File: src/rtl/adc_vdc_acq_pkg.sv
// Shared constants and FSM encoding for the DC-link voltage acquisition block.
// Voltages are signed Q20.17; ADC frames are 16 bits carrying a 12-bit code.
package adc_vdc_acq_pkg;

    localparam int BITS_ENTEROS   = 20;
    localparam int BITS_DECIMAL   = 17;
    localparam int VDC_W          = BITS_ENTEROS + BITS_DECIMAL + 1;
    localparam int ADC_FRAME_BITS = 16;
    localparam int ADC_CODE_BITS  = 12;
    localparam int DIFF_W         = ADC_CODE_BITS + 1;
    localparam int GAIN_W         = 24;
    localparam int PROD_W         = DIFF_W + GAIN_W;

    typedef enum logic [2:0] {
        IDLE,
        SETUP,
        SHIFT,
        HOLD,
        SCALE,
        UPDATE
    } state_t;

endpackage

File: src/rtl/adc_vdc_acq_scale.sv
// One channel of code-to-volts conversion: offset removal, gain multiply and
// over-voltage compare. Product is registered when en is high.
module adc_vdc_acq_scale
    import adc_vdc_acq_pkg::*;
#(
    parameter int unsigned OFFSET   = 0,
    parameter int unsigned GAIN_Q17 = 12800,
    parameter int          VMAX_Q17 = 45875200
) (
    input  logic                     clk,
    input  logic                     rst,
    input  logic                     en,
    input  logic [ADC_CODE_BITS-1:0] code,
    output logic signed [PROD_W-1:0] prod,
    output logic                     over
);

    localparam logic signed [DIFF_W-1:0] OFF_S  = DIFF_W'(OFFSET);
    localparam logic signed [PROD_W-1:0] GAIN_S = PROD_W'(GAIN_Q17);
    localparam logic signed [VDC_W-1:0]  VMAX_S = VDC_W'(VMAX_Q17);

    logic signed [DIFF_W-1:0] diff;
    logic signed [PROD_W-1:0] diff_x;
    logic signed [PROD_W-1:0] prod_c;

    assign diff   = $signed({1'b0, code}) - OFF_S;
    assign diff_x = {{GAIN_W{diff[DIFF_W-1]}}, diff};
    assign prod_c = diff_x * GAIN_S;
    // compare the value as it will appear on the wider Vdc output
    assign over   = $signed({prod_c[PROD_W-1], prod_c}) > VMAX_S;

    always_ff @(posedge clk or posedge rst) begin
        if (rst)
            prod <= '0;
        else if (en)
            prod <= prod_c;
    end

endmodule

File: src/rtl/adc_vdc_acq.sv
// Reads both DC-link ADCs once per trigger over a shared SCLK/CS bus and
// presents the scaled Q20.17 voltages plus sticky overrun/over-voltage flags.
module adc_vdc_acq
    import adc_vdc_acq_pkg::*;
#(
    parameter int          CLK_DIV  = 2,
    parameter int unsigned OFFSET   = 0,
    parameter int unsigned GAIN_Q17 = 12800,
    parameter int          VMAX_Q17 = 45875200
) (
    input  logic                    clk,
    input  logic                    rst,
    input  logic                    CE,
    input  logic                    trigger,
    input  logic                    adc_sdata1,
    input  logic                    adc_sdata2,
    output logic                    adc_sclk,
    output logic                    adc_cs_n,
    output logic signed [VDC_W-1:0] Vdc1,
    output logic signed [VDC_W-1:0] Vdc2,
    output logic                    valid,
    output logic                    busy,
    output logic                    overrun,
    output logic [1:0]              vdc_fault
);

    localparam int CW = $clog2(2 * CLK_DIV + 1);
    localparam int BW = $clog2(ADC_FRAME_BITS);
    localparam logic [CW-1:0] HALF_LAST = CW'(CLK_DIV - 1);
    localparam logic [CW-1:0] RISE      = CW'(CLK_DIV);
    localparam logic [CW-1:0] PER_LAST  = CW'(2 * CLK_DIV - 1);
    localparam logic [BW-1:0] BIT_LAST  = BW'(ADC_FRAME_BITS - 1);

    state_t state, nxt;
    logic [CW-1:0] cnt;
    logic [BW-1:0] bitcnt;
    // only the low code bits are kept; the leading frame bits fall off the top
    logic [ADC_CODE_BITS-1:0] sr1, sr2;
    logic signed [PROD_W-1:0] prod1, prod2;
    logic over1, over2;
    logic scale_en;

    always_ff @(posedge clk or posedge rst) begin
        if (rst)
            state <= IDLE;
        else if (CE)
            state <= nxt;
    end

    always_comb begin
        nxt = state;
        case (state)
            IDLE:    if (trigger) nxt = SETUP;
            SETUP:   if (cnt == HALF_LAST) nxt = SHIFT;
            SHIFT:   if (cnt == PER_LAST && bitcnt == BIT_LAST) nxt = HOLD;
            HOLD:    if (cnt == HALF_LAST) nxt = SCALE;
            SCALE:   nxt = UPDATE;
            UPDATE:  nxt = IDLE;
            default: nxt = IDLE;
        endcase
    end

    always_comb begin
        adc_cs_n = !(state == SETUP || state == SHIFT);
        adc_sclk = !(state == SHIFT && cnt <= HALF_LAST);
        valid    = (state == UPDATE);
        busy     = (state != IDLE);
        scale_en = CE && (state == SCALE);
    end

    always_ff @(posedge clk or posedge rst) begin
        if (rst) begin
            cnt       <= '0;
            bitcnt    <= '0;
            sr1       <= '0;
            sr2       <= '0;
            overrun   <= 1'b0;
            vdc_fault <= 2'b00;
        end else if (CE) begin
            if (trigger && state != IDLE)
                overrun <= 1'b1;
            case (state)
                SETUP, HOLD: cnt <= (cnt == HALF_LAST) ? '0 : cnt + CW'(1);
                SHIFT:       cnt <= (cnt == PER_LAST)  ? '0 : cnt + CW'(1);
                default:     cnt <= '0;
            endcase
            if (state == SHIFT) begin
                // sample on the first cycle of the SCLK high half
                if (cnt == RISE) begin
                    sr1 <= {sr1[ADC_CODE_BITS-2:0], adc_sdata1};
                    sr2 <= {sr2[ADC_CODE_BITS-2:0], adc_sdata2};
                end
                if (cnt == PER_LAST)
                    bitcnt <= bitcnt + BW'(1);
            end else begin
                bitcnt <= '0;
            end
            if (state == SCALE)
                vdc_fault <= vdc_fault | {over2, over1};
        end
    end

    adc_vdc_acq_scale #(.OFFSET(OFFSET), .GAIN_Q17(GAIN_Q17), .VMAX_Q17(VMAX_Q17)) u_scale1 (
        .clk  (clk),
        .rst  (rst),
        .en   (scale_en),
        .code (sr1),
        .prod (prod1),
        .over (over1)
    );

    adc_vdc_acq_scale #(.OFFSET(OFFSET), .GAIN_Q17(GAIN_Q17), .VMAX_Q17(VMAX_Q17)) u_scale2 (
        .clk  (clk),
        .rst  (rst),
        .en   (scale_en),
        .code (sr2),
        .prod (prod2),
        .over (over2)
    );

    assign Vdc1 = {prod1[PROD_W-1], prod1};
    assign Vdc2 = {prod2[PROD_W-1], prod2};

endmodule

File: config.mk
export PLATFORM = sky130hd
export DESIGN_NAME = adc_vdc_acq
export DESIGN_NICKNAME = d
export VERILOG_FILES = /design/src/rtl/adc_vdc_acq_pkg.sv /design/src/rtl/adc_vdc_acq_scale.sv /design/src/rtl/adc_vdc_acq.sv
export SDC_FILE = /design/constraint.sdc
export NUM_CORES = 1
export LEC_CHECK = 0
export ABC_AREA = 1
export BUFFER_PORTS_ARGS = -buffer_cell sky130_fd_sc_hd__buf_2
export CAP_MARGIN = 25
export CORE_MARGIN = 4
export CORE_UTILIZATION = 53
export DETAILED_ROUTE_END_ITERATION = 7
export PLACE_DENSITY = 0.78
export RECOVER_POWER = 50
export SETUP_SLACK_MARGIN = 0.05
export SLEW_MARGIN = 20
export SYNTH_ARGS = -nofsm -noshare
export SYNTH_HDL_FRONTEND = slang
export SYNTH_SLANG_ARGS = --single-unit
File: constraint.sdc
create_clock -name clk -period 3.1 [get_ports clk]
set_input_delay 0.465 -clock clk [delete_from_list [all_inputs] [get_ports clk]]
set_output_delay 0.465 -clock clk [all_outputs]
set_load 0.01 [all_outputs]
==> metrics.md <==
| Metric | Value |
|---|---|
| Pwr Density | `~720 nW/um2` |
| Critical Path Fanout Max | `5` |
| Relative slew slack | `0.142` |
| Final Cycle Share | `0.977` |
| Synth warn | `0` |
| Asr flop ratio synth | `1.00` |
| Critical path startpoint category | `register` |
| Layout cells sized above 1 | `0.214` |
| Most common cell in the netlist | `nand2_1` |
| P&R area growth vs syn | `17.7%` |
| Clock Pin Slew Worst Setup and Hold Paths | `roughly 0.08 ns` |
| Final setup vio count | `0` |
| Half-perimeter wire length after placement | `approximately 8.6 mm` |
| Max-cap violations | `0` |
| Gp weighted congestion | `0.940` |
| Outcome | `complete, no violations` |
| Hold_buf cts | `0` |
| P_leak | `around 0.0037 uW` |
| WL per Instance | `14.4 um` |
| Clock skew | `approximately 0.0096 ns` |
| Final wirelength | `roughly 13 mm` |
| Placed Cells | `between 800 and 900` |
| Seq cells post-synth | `71` |
| Seq/Total Area, Yosys | `0.312` |
| Clk_lat worst skew | `approximately 0.36 ns` |
| Gr usage total | `0.188` |
| Max Transition Viols Final | `0` |
| Number of global-route vias before repair | `about 4300` |
| Commonest cells in the netlist | `171 x nand2_1, 112 x inv_1, 90 x ha_1` |
| Worst-Margin Slew | `between 1 and 1.5 ns` |
| Largest net degree at the start of global routing | `50` |
| Sink Count | `71` |
| Synth top area cells | `dfrtp_1 31%, ha_1 20%, nand2_1 11%` |
| I/O pin count | `89` |
| Die span in x | `between 100 and 150 um` |
| Total power | `just under 5000 uW` |
| Synth Instances | `about 710` |
| Synth area leader | `dfrtp_1` |
| Global-route wire length before repair | `just under 20 mm` |
| Avg Cell Area, Syn | `approximately 8 um2` |
| CTS tree | `yes` |
| Final hold vios | `0` |
| Pre-CTS setup slack | `just under 0.004 ns` |
| Largest family of logic cells by synthesized area | `adder cells` |
| Non-Filler Instances | `between 900 and 1000` |
| RSZ-0062 raised after global routing | `yes` |
| Simple-gate area share of the yosys netlist | `0.191` |
| Diodes inserted | `0` |
| Reg-to-reg startpoint | `sr2[6]$_DFFE_PP0P_` |
| Worst setup margin | `just over 0.07 ns` |
| WP data required | `roughly 3.4 ns` |
| Starting Density | `0.547` |
| Via count | `roughly 4700` |
| Number of vias per cell | `5.11` |
| Die ar. | `~12000 um2` |
| Top FF cell, synth | `dfrtp_1` |
| FP Rows | `37` |
| Post-Synth Adder-Cell Area | `0.247` |
| Max clock buf depth | `2` |
| Die Height | `~110 um` |
| Cell variety after synth | `38` |
| Remaining DRCs | `0` |
| H-tree depth | `3` |
| Highest Clock Rate | `330 MHz` |
| PortBufs | `46` |
| CP Launch Point | `sr2[6]$_DFFE_PP0P_` |
| Worst Hold Launch | `adc_sdata1` |
| HP Class | `in -> reg` |
| Core area | `10400 um2` |
| Initial antenna violation count | `0` |
| Mapped Area | `about 5700 um2` |
| Synth Area in Compound Gates | `0.0900` |
| DRT iter0 DRCs | `between 200 and 300` |
| Post-synth EDFFs | `0` |
| Top-area cell type share of the netlist area | `0.312` |
| Root buf cell | `clkbuf_8` |
| Worst vdd ir | `about 0.00051 V` |
| Post-DP Area | `5910 um2` |
| Post-synthesis xor/xnor area fraction | `0.0151` |
| CP arrival | `~3.3 ns` |
| Total gr overflow | `0` |
| Fin nets | `887` |
| Fin crit period | `slightly above 3 ns` |
| Setup CP Type | `reg -> reg` |
| Post-route ant nets | `0` |
| Mux cell area share after synthesis | `0` |
| Worst-case hold slack | `0.354 ns` |
| Cts bufs inserted | `9` |
| CP endpoint kind | `register` |
| Filler cell count | `a little over 800` |
| Fin area | `between 6000 and 7000 um2` |
| Drt pass-1 iters | `4` |
final cells by class:
cell class                 instances  area (um2)  share of cell area
multi-input combinational        508        3710               0.552
sequential                        71        1780               0.266
inverter                         115         432              0.0643
clock buffer                      10         128              0.0190
timing repair buffer              72         399              0.0595
tap                              136         170              0.0254
clock inverter                     6        92.6              0.0138
sequential cells by signal, indices dropped and copies added (netlist names):
name           flops
vdc_fault          2
u_scale2.prod     17
sr1               12
bitcnt             4
u_scale1.prod     17
sr2               12
cnt                3
overrun            1
state              3
routing by layer:
metal,GRT usage,share of wire,wire length [um]
met1,0.252,0.42,5540
met5,0,0,0
met2,0.306,0.50,6640
met3,0.0397,0.055,726
met4,0.0568,0.021,280
through the flow:
stage	TNS, ns	utilization
6_report	0	0.644
5_1_grt	-0.113	0.644
4_1_cts	0	0.593
3_5_place_dp	0	0.567
3_3_place_gp	0	0.567
2_1_floorplan	0	-
kinds of logic after synthesis:
family	Yosys count
AND/OR/NAND/NOR	262
buffers and inverters	170
adder cells (fa/ha/maj)	104
AO/OA/AOI/OAI	91
flip-flops	71
XOR/XNOR	9
other	1
cell usage in the layout (no fill, tap or decap), types with 2 or more instances in the layout:
cell        count
inv_2           9
clkbuf_8        9
nand3_2         7
nand2_4         4
o21ai_0        40
inv_1         106
fa_1           14
a211oi_1        2
clkinvlp_4      2
xor2_1          3
buf_2          27
nand4_1         4
clkbuf_1       20
a21oi_4         3
xor2_2          3
o31ai_1         2
nand2_2        22
o21bai_1        3
o21ai_1         9
bufinv_16       2
nor2_2         12
conb_1         42
ha_1           70
a21oi_1        16
nor2_1         31
nand3b_1        2
o21ai_2         3
dfrtp_2         4
inv_6           2
nand2_1       152
ha_4           20
a21oi_2         5
dfrtp_1        67
o21a_1          3
buf_4          25
nand3_1        23
xnor2_1         3
critical path: stages, from the launching register on:
cell and delay, ns:
dfrtp_2 0.49, ha_4 0.29, ha_4 0.27, inv_1 0.04
fa_1 0.49, inv_2 0.05, ha_4 0.24, a21oi_2 0.16
nor2_1 0.06, nor2_1 0.19, nand2_2 0.11, nand2_4 0.10
nand2_2 0.06, xor2_2 0.16, nand2_1 0.07, nand2_1 0.04
nand2_1 0.06, nand2_1 0.05
what timing repair did:
action / CTS / global route
setup endpoints to repair: 3 / 11
pin swaps: 0 / 54
gates cloned: 0 / 0
hold endpoints to repair: 0 / 0
buffers inserted: 4 / 17
gates resized for setup: 3 / 85
power breakdown:
group	switching [uW]	internal, uW
Combinational	1660	1060
Clock	391	459
Sequential	146	1110
worst paths after layout:
kind / endpoint / slack [ns] / cells after the start
max in group asynchronous: sr2[6]$_DFFE_PP0P_ / 1.03 / 3
setup / recovery: vdc_fault[1]$_DFFE_PP0P_ / 0.07 / 17
hold reg to reg: vdc_fault[1]$_DFFE_PP0P_ / 0.47 / 2
min in group asynchronous: bitcnt[0]$_DFFE_PP0P_ / 0.45 / 2
hold / removal: sr1[0]$_DFFE_PP0P_ / 0.35 / 3
setup reg to reg: vdc_fault[1]$_DFFE_PP0P_ / 0.07 / 17
(Power assumes the default switching activity.)
